File: src/rtl/hex_bank_writer.sv
// hex_bank_writer
// Bank of 7-segment pattern registers written through an address pointer.
// A write fires on the rising edge of wr. The pointer can post-increment
// after each write or be loaded directly. Each display can blink, in which
// case it is blanked during the low blink phase. HEX_flat is fully registered.
module hex_bank_writer #(
  parameter  int NUM_HEX   = 6,
  parameter  int SEG_W     = 7,
  parameter  int BLINK_DIV = 25000000,
  parameter  int AUTO_INC  = 1,
  localparam int ADDR_W    = (NUM_HEX > 1) ? $clog2(NUM_HEX) : 1
) (
  input  logic                     CLOCK_50,
  input  logic                     Resetn,
  input  logic                     clr,
  input  logic                     addr_ld,
  input  logic [ADDR_W-1:0]        addr_in,
  input  logic                     wr,
  input  logic [SEG_W-1:0]         seg_in,
  input  logic                     blink_in,
  output logic [NUM_HEX*SEG_W-1:0] HEX_flat,
  output logic [ADDR_W-1:0]        cur_addr,
  output logic [NUM_HEX-1:0]       blink_mask,
  output logic                     err
);

  // Segments are active-low, so all ones turns every segment off.
  localparam logic [SEG_W-1:0]  BLANK   = {SEG_W{1'b1}};
  localparam int                CNT_W   = $clog2(BLINK_DIV);
  localparam logic [CNT_W-1:0]  CNT_TOP = CNT_W'(BLINK_DIV - 1);
  localparam logic [ADDR_W:0]   LP_NUM  = NUM_HEX[ADDR_W:0];
  localparam logic [ADDR_W-1:0] LP_LAST = ADDR_W'(NUM_HEX - 1);

  logic [SEG_W-1:0]         r_pattern [NUM_HEX];
  logic [NUM_HEX*SEG_W-1:0] r_hex;
  logic [ADDR_W-1:0]        r_addr;
  logic [NUM_HEX-1:0]       r_mask;
  logic                     r_err;
  logic [CNT_W-1:0]         r_cnt;
  logic                     r_phase;
  logic                     r_wr_q;

  logic                     w_wr_evt;
  logic                     w_addr_ok;
  logic                     w_load;
  logic                     w_addr_bad;
  logic                     w_cnt_wrap;
  logic [ADDR_W-1:0]        w_addr_next;

  assign HEX_flat   = r_hex;
  assign cur_addr   = r_addr;
  assign blink_mask = r_mask;
  assign err        = r_err;

  // Decode the write edge, address validity and blink counter wrap.
  // The address check is done one bit wider, so NUM_HEX itself is representable.
  always_comb begin
    w_wr_evt   = wr & ~r_wr_q;
    w_addr_ok  = ({1'b0, addr_in} < LP_NUM);
    w_load     = addr_ld & w_addr_ok;
    w_addr_bad = addr_ld & ~w_addr_ok;
    w_cnt_wrap = (r_cnt == CNT_TOP);
  end

  // Next pointer value: a valid load wins over the post-increment.
  always_comb begin
    w_addr_next = r_addr;
    if (w_load) begin
      w_addr_next = addr_in;
    end else if (w_wr_evt && (AUTO_INC != 0)) begin
      if (r_addr == LP_LAST) begin
        w_addr_next = '0;
      end else begin
        w_addr_next = r_addr + ADDR_W'(1);
      end
    end
  end

  // wr history flop. Reset drives it to 1 so a wr held across reset release
  // does not look like a fresh rising edge.
  always_ff @(posedge CLOCK_50) begin
    if (!Resetn) begin
      r_wr_q <= 1'b1;
    end else begin
      r_wr_q <= wr;
    end
  end

  // Pattern and blink-mask storage. The write uses the pointer value from
  // before any load or increment in the same cycle.
  always_ff @(posedge CLOCK_50) begin
    if (!Resetn || clr) begin
      for (int i = 0; i < NUM_HEX; i++) begin
        r_pattern[i] <= BLANK;
      end
      r_mask <= '0;
    end else if (w_wr_evt) begin
      for (int i = 0; i < NUM_HEX; i++) begin
        if (r_addr == ADDR_W'(i)) begin
          r_pattern[i] <= seg_in;
          r_mask[i]    <= blink_in;
        end
      end
    end
  end

  // Address pointer register.
  always_ff @(posedge CLOCK_50) begin
    if (!Resetn || clr) begin
      r_addr <= '0;
    end else begin
      r_addr <= w_addr_next;
    end
  end

  // Sticky out-of-range flag. Only clr or reset clears it.
  always_ff @(posedge CLOCK_50) begin
    if (!Resetn || clr) begin
      r_err <= 1'b0;
    end else if (w_addr_bad) begin
      r_err <= 1'b1;
    end
  end

  // Blink timebase: the phase flips each time the counter wraps.
  always_ff @(posedge CLOCK_50) begin
    if (!Resetn || clr) begin
      r_cnt   <= '0;
      r_phase <= 1'b1;
    end else if (w_cnt_wrap) begin
      r_cnt   <= '0;
      r_phase <= ~r_phase;
    end else begin
      r_cnt   <= r_cnt + CNT_W'(1);
    end
  end

  // Output register. A blinking display is blanked while the phase is 0.
  always_ff @(posedge CLOCK_50) begin
    if (!Resetn) begin
      r_hex <= {NUM_HEX{BLANK}};
    end else begin
      for (int i = 0; i < NUM_HEX; i++) begin
        if (r_mask[i] && !r_phase) begin
          r_hex[i*SEG_W +: SEG_W] <= BLANK;
        end else begin
          r_hex[i*SEG_W +: SEG_W] <= r_pattern[i];
        end
      end
    end
  end

endmodule

File: config.mk
export PLATFORM = sky130hd
export DESIGN_NAME = hex_bank_writer
export DESIGN_NICKNAME = d
export VERILOG_FILES = /design/src/rtl/hex_bank_writer.sv
export SDC_FILE = /design/constraint.sdc
export NUM_CORES = 1
export LEC_CHECK = 0
export ABC_AREA = 1
export BUFFER_PORTS_ARGS = -buffer_cell sky130_fd_sc_hd__buf_2
export CORE_MARGIN = 2
export CORE_UTILIZATION = 45
export DETAILED_ROUTE_END_ITERATION = 6
export GPL_TIMING_DRIVEN = 0
export MAX_ROUTING_LAYER = met4
export PLACE_DENSITY = 0.63
export REMOVE_ABC_BUFFERS = 1
export SLEW_MARGIN = 30
export SYNTH_ARGS = -nofsm -noshare
export SYNTH_HDL_FRONTEND = slang
export SYNTH_SLANG_ARGS = --single-unit
File: constraint.sdc
create_clock -name CLOCK_50 -period 1.95 [get_ports CLOCK_50]
set_clock_uncertainty 0.2 [all_clocks]
set_input_delay 0.195 -clock CLOCK_50 [delete_from_list [all_inputs] [get_ports CLOCK_50]]
set_output_delay 0.195 -clock CLOCK_50 [all_outputs]
set_load 0.005 [all_outputs]
==> impl_metrics.prom, run 1 <==
# TYPE chip_impl_metric gauge
chip_impl_metric{name="synth_seq_area_share",unit="%"} 61.29
chip_impl_metric{name="finalCritPeriodShare",unit="%"} 92.74
chip_impl_info{name="most-common-layout-cells",value="sky130_fd_sc_hd__nand2_1, sky130_fd_sc_hd__inv_1, sky130_fd_sc_hd__dfxtp_1"} 1
chip_impl_metric{name="vias_in_the_first_global_route",unit=""} 3393
chip_impl_metric{name="hold_viol_final",unit=""} 0
chip_impl_info{name="setup_repair_after_global_routing_missed_its_margin",value="false"} 1
chip_impl_metric{name="netlist_cell_types",unit=""} 27
chip_impl_info{name="mostFrequentLayoutCell",value="sky130_fd_sc_hd__nand2_1"} 1
chip_impl_metric{name="grt_pass1_wl",unit="um"} 15690
chip_impl_metric{name="grt_max_degree",unit=""} 25
chip_impl_metric{name="layout-area-overhead-vs-synth",unit="%"} 27.03
chip_impl_metric{name="detail_route.iter0.violations",unit=""} 145
chip_impl_metric{name="cts_resized",unit=""} 0
chip_impl_metric{name="max_freq",unit="MHz"} 552.9
chip_impl_metric{name="syn_inst",unit=""} 525
chip_impl_metric{name="drive_gt1_share",unit="%"} 18.50
chip_impl_metric{name="wirelength",unit="um"} 9605
chip_impl_metric{name="critical_path_buf_inv_count",unit=""} 1
chip_impl_metric{name="detail_route.first_pass.iterations",unit=""} 4
chip_impl_metric{name="grt_remaining_overflow",unit=""} 0
chip_impl_metric{name="max_cap_viols",unit=""} 0
chip_impl_metric{name="number_of_filler_instances_in_the_final_layout",unit=""} 914
chip_impl_metric{name="n_antenna_cell",unit=""} 0
chip_impl_metric{name="grtUsageTotal",unit="%"} 18.95
chip_impl_metric{name="critPathMaxFanout",unit=""} 7
chip_impl_metric{name="route.detailed.drc",unit=""} 0
chip_impl_info{name="worstSetupPathType",value="flop to flop"} 1
chip_impl_metric{name="num_vias",unit=""} 3564
chip_impl_info{name="critical_path.slowest_cell",value="sky130_fd_sc_hd__dfxtp_1"} 1
chip_impl_metric{name="synth.avg_cell_area",unit="sq um"} 8.835
chip_impl_info{name="tritoncts",value="done"} 1
chip_impl_metric{name="number_of_buffers_created_by_cts",unit=""} 17
chip_impl_info{name="path_cells",value="inv_1 > nor2_1 > nand3_1 > nand2_1"} 1
chip_impl_metric{name="yosysWarningCount",unit=""} 0
chip_impl_metric{name="postSynthRegisterBits",unit=""} 121
chip_impl_info{name="root_buffer",value="sky130_fd_sc_hd__clkbuf_8"} 1
chip_impl_metric{name="dieArea",unit="sq um"} 11140
chip_impl_metric{name="power-per-cell-area",unit="nW/um^2"} 1008
chip_impl_metric{name="power.static_leakage",unit="nW"} 2.425
chip_impl_metric{name="period_minus_slack",unit="ns"} 1.809
chip_impl_metric{name="die_w",unit="um"} 105.5
chip_impl_metric{name="route.antenna.remaining_nets",unit=""} 0
chip_impl_metric{name="stdcell_count",unit=""} 774
chip_impl_info{name="run_status",value="completed"} 1
chip_impl_metric{name="cts.clk_slew.worst_paths",unit="ns"} 0.06
chip_impl_info{name="worstHoldPathType",value="flop to flop"} 1
chip_impl_metric{name="timing.critical_path.slowest_cell_delay",unit="ns"} 0.37
chip_impl_info{name="worst_setup_path_start_kind",value="flop"} 1
chip_impl_metric{name="htree_num_levels",unit=""} 4
chip_impl_metric{name="placement.io_buffers",unit=""} 67
chip_impl_metric{name="cp.arrival",unit="ns"} 1.80
chip_impl_metric{name="worst_ep_required_time",unit="ns"} 1.94
chip_impl_metric{name="final_util",unit="%"} 57.85
chip_impl_metric{name="wire_per_inst",unit="um"} 12.41
chip_impl_metric{name="worst_slew_margin_rel",unit="%"} 60.35
chip_impl_metric{name="row_count",unit=""} 37
chip_impl_metric{name="power.ir.vdd_worst",unit="uV"} 611.6
chip_impl_metric{name="initial_core_utilization",unit="%"} 45.54
chip_impl_metric{name="final_total_pwr",unit="W"} 0.005939
chip_impl_metric{name="place_congestion",unit=""} 0.8027
chip_impl_metric{name="initial_antenna_violation_count",unit=""} 0
chip_impl_metric{name="clockBufferDepth",unit=""} 2
chip_impl_metric{name="clock_latency",unit="ns"} 0.52
chip_impl_metric{name="tightest_pin_transition",unit="ns"} 0.5948
chip_impl_metric{name="dp_hpwl",unit="um"} 6486
chip_impl_info{name="end_kind",value="flop"} 1
chip_impl_info{name="critical-path-top-delay-family",value="simple AND/OR/NAND/NOR gates"} 1
chip_impl_metric{name="dieHeight",unit="um"} 105.5
chip_impl_metric{name="core_region_area",unit="sq um"} 10180
chip_impl_metric{name="finalMaxSlewViolations",unit=""} 0
chip_impl_metric{name="design.final.nets",unit=""} 643
chip_impl_metric{name="synth_area",unit="sq um"} 4638
chip_impl_metric{name="tns",unit="ns"} 0
chip_impl_metric{name="ioPinCount",unit=""} 68
chip_impl_metric{name="finalSetupViolCount",unit=""} 0
chip_impl_metric{name="clock_sinks",unit=""} 121
chip_impl_metric{name="routed_via_density",unit=""} 4.605
chip_impl_metric{name="post-place-cells",unit=""} 723
==> cell type report <==
type                            count  area (sq um)  area share, %
Clock buffer                       20         435.4          7.390
Clock inverter                     12         165.2          2.803
Inverter                           88         330.3          5.606
Multi-Input combinational cell    312          1433          24.32
Sequential cell                   121          2843          48.25
Tap cell                          136         170.2          2.888
Timing Repair Buffer               85         515.5          8.749
==> final timing paths <==
| path | from | cells past startpoint | slack, ns | to |
|---|---|---|---|---|
| setup / recovery | cur_addr[0] | 4 | 0.14 | r_pattern[5][6] |
| hold / removal | r_pattern[5][3] | 2 | 0.22 | HEX_flat[38] |
| setup reg to reg | cur_addr[0] | 4 | 0.14 | r_pattern[5][6] |
| hold reg to reg | r_pattern[5][3] | 2 | 0.22 | HEX_flat[38] |
==> sequential cells by signal, indices dropped and copies added, names as in the netlist <==
| register | flops |
|---|---|
| r_phase | 1 |
| r_pattern | 42 |
| r_wr_q | 1 |
| r_cnt | 25 |
| HEX_flat | 42 |
| cur_addr | 3 |
| err | 1 |
| blink_mask | 6 |
==> layer usage <==
| layer | vias up | GRT usage, % | part of all wire [%] |
|---|---|---|---|
| met5 | - | - | 0 |
| met4 | 0 | 7.143 | 1.3 |
| met3 | 12 | 6.308 | 6.3 |
| met2 | 88 | 28.16 | 45 |
| met1 | 1631 | 24.13 | 47 |
| li1 | 1833 | - | - |
==> report_power, final <==
part	switching [W]	internal [W]	leakage (nW)
clock network	0.00113	0.00200	0.295
logic	0.000119	0.0000588	1.18
registers	0.0000101	0.00262	0.952
==> worst reg2reg max path: cells and delay by family (launching register included) <==
kind          cells  cell delay [ns]
simple gates      3             0.81
buf+inv           1             0.12
flops             1             0.37
==> Yosys cell counts <==
cell | number | area (sq um)
sky130_fd_sc_hd__and2_1 | 3 | 18.77
sky130_fd_sc_hd__nand3_2 | 1 | 10.01
sky130_fd_sc_hd__nand2_2 | 3 | 18.77
sky130_fd_sc_hd__nor2_1 | 42 | 157.7
sky130_fd_sc_hd__buf_2 | 1 | 5.000
sky130_fd_sc_hd__o21ai_0 | 12 | 60.06
sky130_fd_sc_hd__or2_0 | 3 | 18.77
sky130_fd_sc_hd__nor2_2 | 7 | 43.79
sky130_fd_sc_hd__inv_2 | 1 | 3.750
sky130_fd_sc_hd__a21oi_1 | 23 | 115.1
sky130_fd_sc_hd__dfxtp_1 | 79 | 1582
sky130_fd_sc_hd__nand3b_1 | 1 | 7.510
sky130_fd_sc_hd__ha_1 | 2 | 25.02
sky130_fd_sc_hd__inv_1 | 87 | 326.6
sky130_fd_sc_hd__edfxtp_1 | 42 | 1261
sky130_fd_sc_hd__o211ai_1 | 1 | 7.510
sky130_fd_sc_hd__nand2_1 | 164 | 615.6
sky130_fd_sc_hd__nor3_1 | 2 | 10.01
sky130_fd_sc_hd__xnor2_1 | 5 | 43.79
sky130_fd_sc_hd__nand3_1 | 27 | 135.1
sky130_fd_sc_hd__clkbuf_1 | 1 | 3.750
sky130_fd_sc_hd__nand4_1 | 5 | 31.28
sky130_fd_sc_hd__buf_4 | 1 | 7.510
sky130_fd_sc_hd__xor2_1 | 2 | 17.52
sky130_fd_sc_hd__nand2_4 | 1 | 11.26
sky130_fd_sc_hd__buf_6 | 2 | 22.52
sky130_fd_sc_hd__nor2_4 | 7 | 78.83
==> metrics by stage <==
stage / worst slack, ns / hold slack [ns] / instance area (sq um)
after floorplan: 0.3928 / 0.06409 / 4599
after global placement: 0.05818 / 0.1968 / 5105
after detailed placement: 0.01632 / 0.2000 / 5105
after CTS: 0.02563 / 0.2226 / 5886
after global routing: 0.01853 / 0.2393 / 5892
final: 0.1415 / 0.2191 / 5892
==> logic make-up (layout without fill, tap and decap cells) <==
logic type / Yosys count / count (layout) / share of synthesized area (%)
compound gates: 36 / 36 / 3.939
fa+ha+maj: 2 / 2 / 0.5394
flops: 121 / 121 / 61.29
simple gates: 266 / 267 / 24.95
xor+xnor: 7 / 7 / 1.322
buf+inv: 93 / 205 / 7.958
==> repair_timing <==
action	CTS	global route
endpoints found under the hold margin	55	0
setup endpoints to repair	0	34
hold buffers	18	0
setup buffers	0	0
Power figures use the tool's default switching activity.
==> inputs of run 2 (changes only) <==
--- a/config.mk
+++ b/config.mk
@@ -12,7 +12,7 @@
 export DETAILED_ROUTE_END_ITERATION = 6
 export GPL_TIMING_DRIVEN = 0
 export MAX_ROUTING_LAYER = met4
-export PLACE_DENSITY = 0.63
+export PLACE_DENSITY = 0.72
 export REMOVE_ABC_BUFFERS = 1
 export SLEW_MARGIN = 30
 export SYNTH_ARGS = -nofsm -noshare
==> run 2 against run 1 <==
Compared with the run above:
- wire length is 1.7% higher
- critical path depth increased by 2
- via count up 2.0%
- register-to-register slack gained 0.07 ns
- setup slack improved by 0.065 ns
- sequential power hardly changed
- maximum frequency grew 3.7%
- worst hold slack better by 0.0016 ns
- first-iteration DRC count is 71% higher
==> impl_metrics.prom, run 2 (synthesis gave the netlist of run 1 again) <==
# TYPE chip_impl_metric gauge
chip_impl_metric{name="ioPinCount",unit=""} 68
chip_impl_metric{name="placement.io_buffers",unit=""} 67
chip_impl_metric{name="number_of_buffers_created_by_cts",unit=""} 17
chip_impl_info{name="worstHoldPathType",value="flop to flop"} 1
chip_impl_metric{name="power.ir.vdd_worst",unit="uV"} 770.7
chip_impl_info{name="crit-reg2reg-launch",value="cur_addr[0]"} 1
chip_impl_metric{name="clockBufferDepth",unit=""} 2
chip_impl_info{name="critical_path.most_common_cell",value="sky130_fd_sc_hd__dlygate4sd3_1"} 1
chip_impl_metric{name="cp.arrival",unit="ns"} 1.99
chip_impl_info{name="min-delay-start",value="r_pattern[4][2]"} 1
chip_impl_metric{name="critical_path_buf_inv_count",unit=""} 3
chip_impl_metric{name="design.final.nets",unit=""} 644
chip_impl_metric{name="placed_cell_area",unit="sq um"} 5105
chip_impl_info{name="worst_setup_path_start_kind",value="input port"} 1
chip_impl_metric{name="n_antenna_cell",unit=""} 0
chip_impl_info{name="path_cells",value="dlygate4sd3_1 > buf_2 > nor2_4 > o21ai_0 > dlygate4sd3_1 > a21oi_1"} 1
chip_impl_metric{name="period_minus_slack",unit="ns"} 1.744
chip_impl_metric{name="worst_slew_margin_rel",unit="%"} 54.39
chip_impl_info{name="critical_path.slowest_cell",value="sky130_fd_sc_hd__dlygate4sd3_1"} 1
chip_impl_metric{name="row_count",unit=""} 37
chip_impl_metric{name="vias_in_the_first_global_route",unit=""} 3455
chip_impl_metric{name="tns",unit="ns"} 0
chip_impl_metric{name="place_congestion",unit=""} 0.8898
chip_impl_metric{name="timing.critical_path.slowest_cell_delay",unit="ns"} 0.58
chip_impl_info{name="holdPathEnd",value="HEX_flat[30]"} 1
chip_impl_metric{name="worst_ep_required_time",unit="ns"} 2.19
chip_impl_metric{name="layout-area-overhead-vs-synth",unit="%"} 27.22
chip_impl_metric{name="drive_gt1_share",unit="%"} 18.65
chip_impl_info{name="rr_endpoint",value="r_pattern[1][0]"} 1
chip_impl_info{name="end_kind",value="flop"} 1
chip_impl_metric{name="hold_viol_final",unit=""} 0
chip_impl_metric{name="num_vias",unit=""} 3636
chip_impl_metric{name="clock_sinks",unit=""} 121
chip_impl_metric{name="detail_route.iter0.violations",unit=""} 248
chip_impl_metric{name="routed_via_density",unit=""} 4.698
chip_impl_metric{name="grt_remaining_overflow",unit=""} 0
chip_impl_metric{name="post-cts-setup-buffers",unit=""} 0
chip_impl_metric{name="initial_antenna_violation_count",unit=""} 0
chip_impl_metric{name="number_of_filler_instances_in_the_final_layout",unit=""} 878
chip_impl_metric{name="die_w",unit="um"} 105.5
chip_impl_metric{name="worst_r2r_path_depth",unit=""} 4
chip_impl_metric{name="tightest_pin_transition",unit="ns"} 0.6834
chip_impl_info{name="root_buffer",value="sky130_fd_sc_hd__clkbuf_8"} 1
chip_impl_metric{name="cts.clk_slew.worst_paths",unit="ns"} 0.06
chip_impl_metric{name="wirelength",unit="um"} 9768
chip_impl_metric{name="dieArea",unit="sq um"} 11140
chip_impl_metric{name="max_freq",unit="MHz"} 573.6
chip_impl_metric{name="summed_area_of_non_filler_cells_in_the_final_layout",unit="sq um"} 5901
chip_impl_metric{name="htree_num_levels",unit=""} 4
chip_impl_metric{name="wire_per_inst",unit="um"} 12.62
chip_impl_info{name="critical-path-top-delay-family",value="buffers and inverters"} 1
chip_impl_info{name="tritoncts",value="done"} 1
chip_impl_info{name="mostFrequentLayoutCell",value="sky130_fd_sc_hd__nand2_1"} 1
chip_impl_info{name="setup_repair_after_global_routing_missed_its_margin",value="false"} 1
chip_impl_metric{name="dieHeight",unit="um"} 105.5
chip_impl_metric{name="finalMaxSlewViolations",unit=""} 0
chip_impl_metric{name="route.antenna.remaining_nets",unit=""} 0
chip_impl_metric{name="finalCritPeriodShare",unit="%"} 89.41
chip_impl_metric{name="max_cap_viols",unit=""} 0
chip_impl_metric{name="final_total_pwr",unit="W"} 0.005871
chip_impl_info{name="worstSetupPathType",value="input port to flop"} 1
chip_impl_metric{name="dp_hpwl",unit="um"} 6476
chip_impl_metric{name="fin_worst_hold_slack",unit="ns"} 0.2207
chip_impl_metric{name="grt_pass1_wl",unit="um"} 16010
chip_impl_metric{name="initial_core_utilization",unit="%"} 45.54
chip_impl_metric{name="power-per-cell-area",unit="nW/um^2"} 995.0
chip_impl_metric{name="route.detailed.drc",unit=""} 0
chip_impl_metric{name="clock_latency",unit="ns"} 0.51
chip_impl_metric{name="core_region_area",unit="sq um"} 10180
chip_impl_metric{name="detail_route.first_pass.iterations",unit=""} 6
chip_impl_metric{name="finalSetupViolCount",unit=""} 0
chip_impl_info{name="run_status",value="completed"} 1
chip_impl_metric{name="grt_max_degree",unit=""} 25
chip_impl_metric{name="min_path_cells",unit=""} 2
chip_impl_metric{name="power.static_leakage",unit="nW"} 2.400
chip_impl_metric{name="grtUsageTotal",unit="%"} 19.19
chip_impl_info{name="most-common-layout-cells",value="sky130_fd_sc_hd__nand2_1, sky130_fd_sc_hd__inv_1, sky130_fd_sc_hd__dfxtp_1"} 1
chip_impl_metric{name="r2r_setup_slack",unit="ns"} 0.21
chip_impl_metric{name="critPathMaxFanout",unit=""} 12
## run 2: power breakdown
part           switching [W]  total, W  internal, W
clock                0.00112   0.00306      0.00194
combinational       0.000121  0.000182    0.0000610
sequential         0.0000102   0.00263      0.00262
## run 2: worst register-to-register path, stage by stage (launching register included)
cell	delay, ns
sky130_fd_sc_hd__dfxtp_1	0.37
sky130_fd_sc_hd__inv_1	0.13
sky130_fd_sc_hd__nor2_1	0.32
sky130_fd_sc_hd__nand2_1	0.13
sky130_fd_sc_hd__nand2_1	0.26
## run 2: through the flow
step                      util (%)  setup WS (ns)  std cells
after floorplan                  -         0.3928        520
after global placement       50.12      -0.009133        723
after detailed placement     50.12       -0.03976        723
after CTS                    57.79        0.05701        773
after global routing         57.94        0.05563        774
final                        57.94         0.2065        774
## run 2: how the worst max path moves through the flow
stage	endpoint	from	slack, ns	cells past startpoint
after floorplan	r_pattern[3][0]	cur_addr[2]	0.39	4
after global placement	r_pattern[3][2]	Resetn	-0.009	6
after detailed placement	r_pattern[2][5]	Resetn	-0.04	6
after CTS	cur_addr[0]	clr	0.06	6
after global routing	r_cnt[12]	r_cnt[0]	0.06	8
final	cur_addr[0]	clr	0.21	6
## run 2: what timing repair did
| action | 4_1_cts | 5_1_grt |
|---|---|---|
| endpoints found under the hold margin | 55 | 0 |
| hold buffers | 19 | 0 |
| setup endpoints to repair | 0 | 8 |
| resized for setup | 0 | 1 |
## run 2: per-layer routing
metal / global-route usage (%) / part of all wire, % / vias up
li1: - / - / 1827
met1: 22.77 / 43 / 1669
met2: 30.09 / 49 / 121
met3: 5.628 / 6.7 / 19
met4: 9.211 / 2.1 / 0
met5: - / 0 / -
## run 2: layout make-up
type                       count  area [sq um]  share of cell area [%]
tap                          136         170.2                   2.884
clock buffer                  17         414.1                   7.019
sequential                   121          2843                   48.18
clock inverter                14         176.4                   2.990
inverter                      88         330.3                   5.598
timing repair buffer          86         525.5                   8.906
multi-input combinational    312          1441                   24.43
==> inputs of run 3 (changes only) <==
--- a/config.mk
+++ b/config.mk
@@ -12,8 +12,7 @@
 export DETAILED_ROUTE_END_ITERATION = 6
 export GPL_TIMING_DRIVEN = 0
 export MAX_ROUTING_LAYER = met4
-export PLACE_DENSITY = 0.72
-export REMOVE_ABC_BUFFERS = 1
+export PLACE_DENSITY_LB_ADDON = 0.05
 export SLEW_MARGIN = 30
 export SYNTH_ARGS = -nofsm -noshare
 export SYNTH_HDL_FRONTEND = slang
==> run 3 against run 2 <==
Compared with the run above:
- sequential power about the same
- global-route usage up 0.40 points
- core utilization up 0.75 points
- first-iteration DRC count shrank 42%
- sequential share of layout area decreased by 0.62 points
- highest routed layer unchanged
- flip-flop and latch count unchanged
==> impl_metrics.prom, run 3 (synthesis gave the netlist of run 1 again) <==
# TYPE chip_impl_metric gauge
chip_impl_metric{name="finalSetupViolCount",unit=""} 0
chip_impl_metric{name="initial_antenna_violation_count",unit=""} 0
chip_impl_info{name="worstSetupPathType",value="input port to flop"} 1
chip_impl_metric{name="dp_worst_setup_slack",unit="ns"} 0.01924
chip_impl_metric{name="detail_route.iter0.violations",unit=""} 143
chip_impl_info{name="tritoncts",value="done"} 1
chip_impl_metric{name="dieHeight",unit="um"} 105.5
chip_impl_metric{name="switching_portion_of_total_power",unit="%"} 20.59
chip_impl_metric{name="net-switching-power",unit="W"} 0.001222
chip_impl_metric{name="seq_power_share",unit="%"} 44.2
chip_impl_info{name="root_buffer",value="sky130_fd_sc_hd__clkbuf_8"} 1
chip_impl_metric{name="num_vias",unit=""} 3565
chip_impl_metric{name="tns",unit="ns"} 0
chip_impl_metric{name="design.final.nets",unit=""} 652
chip_impl_metric{name="grtUsageTotal",unit="%"} 19.60
chip_impl_metric{name="clockBufferDepth",unit=""} 2
chip_impl_metric{name="route.antenna.remaining_nets",unit=""} 0
chip_impl_metric{name="power.combinational.fraction",unit="%"} 3.3
chip_impl_metric{name="place_congestion",unit=""} 0.8812
chip_impl_metric{name="initial_core_utilization",unit="%"} 45.54
chip_impl_metric{name="clock_sinks",unit=""} 121
chip_impl_metric{name="vias_in_the_first_global_route",unit=""} 3340
chip_impl_metric{name="placement.io_buffers",unit=""} 67
chip_impl_metric{name="routed_via_density",unit=""} 4.553
chip_impl_metric{name="dp_hpwl",unit="um"} 6919
chip_impl_metric{name="core_region_area",unit="sq um"} 10180
chip_impl_metric{name="finalMaxSlewViolations",unit=""} 0
chip_impl_metric{name="placed_cell_area",unit="sq um"} 5144
chip_impl_metric{name="route.detailed.drc",unit=""} 0
chip_impl_info{name="worst_setup_path_start_kind",value="input port"} 1
chip_impl_info{name="run_status",value="completed"} 1
chip_impl_metric{name="grt_remaining_overflow",unit=""} 0
chip_impl_metric{name="cp.arrival",unit="ns"} 2.12
chip_impl_metric{name="period_minus_slack",unit="ns"} 1.873
chip_impl_metric{name="wire_per_inst",unit="um"} 12.45
chip_impl_metric{name="grt_max_degree",unit=""} 17
chip_impl_metric{name="cts.clk_slew.worst_paths",unit="ns"} 0.06
chip_impl_metric{name="n_antenna_cell",unit=""} 0
chip_impl_metric{name="max_freq",unit="MHz"} 534.0
chip_impl_metric{name="hold_viol_final",unit=""} 0
chip_impl_metric{name="tightest_pin_transition",unit="ns"} 0.5582
chip_impl_metric{name="wirelength",unit="um"} 9749
chip_impl_metric{name="critPathMaxFanout",unit=""} 10
chip_impl_info{name="mostFrequentLayoutCell",value="sky130_fd_sc_hd__nand2_1"} 1
chip_impl_metric{name="clock_latency",unit="ns"} 0.51
chip_impl_metric{name="drive_gt1_share",unit="%"} 19.94
chip_impl_metric{name="max_cap_viols",unit=""} 0
chip_impl_metric{name="number_of_buffers_created_by_cts",unit=""} 17
chip_impl_metric{name="share_clk_of_total_power",unit="%"} 52.4
chip_impl_metric{name="dieArea",unit="sq um"} 11140
chip_impl_metric{name="row_count",unit=""} 37
chip_impl_metric{name="layout-area-overhead-vs-synth",unit="%"} 28.86
chip_impl_metric{name="mapped_nets",unit=""} 543
chip_impl_metric{name="finalWorstSetupSlack",unit="ns"} 0.07726
chip_impl_metric{name="power.static_leakage",unit="nW"} 2.462
chip_impl_metric{name="htree_num_levels",unit=""} 4
chip_impl_metric{name="r2r_setup_slack",unit="ns"} 0.16
chip_impl_info{name="end_kind",value="flop"} 1
chip_impl_metric{name="summed_area_of_non_filler_cells_in_the_final_layout",unit="sq um"} 5977
chip_impl_info{name="setup_repair_after_global_routing_missed_its_margin",value="false"} 1
chip_impl_metric{name="power-per-cell-area",unit="nW/um^2"} 993.1
chip_impl_metric{name="power_report.internal_total",unit="W"} 0.004714
chip_impl_metric{name="die_w",unit="um"} 105.5
chip_impl_metric{name="worst_ep_required_time",unit="ns"} 2.19
chip_impl_metric{name="ioPinCount",unit=""} 68
chip_impl_metric{name="finalCritPeriodShare",unit="%"} 96.04
chip_impl_metric{name="worst_slew_margin_rel",unit="%"} 62.79
chip_impl_metric{name="power.ir.vdd_worst",unit="uV"} 442.2
chip_impl_metric{name="number_of_filler_instances_in_the_final_layout",unit=""} 925
chip_impl_metric{name="detail_route.first_pass.iterations",unit=""} 7
chip_impl_info{name="worstHoldPathType",value="flop to flop"} 1
chip_impl_metric{name="grt_pass1_wl",unit="um"} 15970
chip_impl_info{name="most-common-layout-cells",value="sky130_fd_sc_hd__nand2_1, sky130_fd_sc_hd__inv_1, sky130_fd_sc_hd__dfxtp_1"} 1
## run 3: metal layers
metal  GRT usage [%]  part of all wire [%]  wire (um)
met2           31.75                    50       4880
met4           9.117                   3.0        297
met5               -                     0          0
met3           6.308                   4.3        415
met1           22.10                    43       4157
## run 3: cell type report
type	instances	area, sq um	area share, %
clock buffer	22	494.2	8.269
buffer	5	40.04	0.6699
multi-input combinational	311	1426	23.86
inverter	88	334.1	5.589
timing repair buffer	90	555.5	9.295
tap	136	170.2	2.847
sequential	121	2843	47.56
clock inverter	10	113.9	1.905
## run 3: power by group through the flow
stage | Sequential, W | Combinational (W) | Clock (W)
floorplan | 0.00268 | 0.0000932 | 0
global placement | 0.00268 | 0.000160 | 0
detailed placement | 0.00268 | 0.000162 | 0
CTS | 0.00263 | 0.000191 | 0.00317
global route | 0.00263 | 0.000220 | 0.00329
finish | 0.00263 | 0.000198 | 0.00311
## run 3: critical path: stages
cell                            delay, ns
sky130_fd_sc_hd__dlygate4sd3_1       0.53
sky130_fd_sc_hd__buf_2               0.14
sky130_fd_sc_hd__clkinvlp_4          0.13
sky130_fd_sc_hd__nor2_4              0.16
sky130_fd_sc_hd__buf_4               0.19
sky130_fd_sc_hd__o21ai_0             0.10
sky130_fd_sc_hd__dlygate4sd3_1       0.57
sky130_fd_sc_hd__a21oi_1             0.11
## run 3: final timing paths
check,cells past startpoint,startpoint,end
max,8,Resetn,cur_addr[0]
min,2,r_pattern[2][6],HEX_flat[20]
max reg2reg,9,r_cnt[0],r_cnt[13]
min reg2reg,2,r_pattern[2][6],HEX_flat[20]
## run 3: what timing repair did
action                     in CTS  in global routing
hold endpoints to repair       71                  0
hold buffers                   19                  0
gates resized for setup         0                  3
buffers inserted                0                  4
setup endpoints to repair       0                  8
## run 3: per-stage QoR
step	hold WS (ns)	util, %	instances	power [W]
after floorplan	0.06409	-	525	0.002771
after global placement	0.1806	50.50	728	0.002839
after detailed placement	0.1827	50.50	728	0.002841
after CTS	0.2195	58.34	779	0.005985
after global routing	0.2418	58.69	783	0.006138
final	0.2212	58.69	783	0.005936
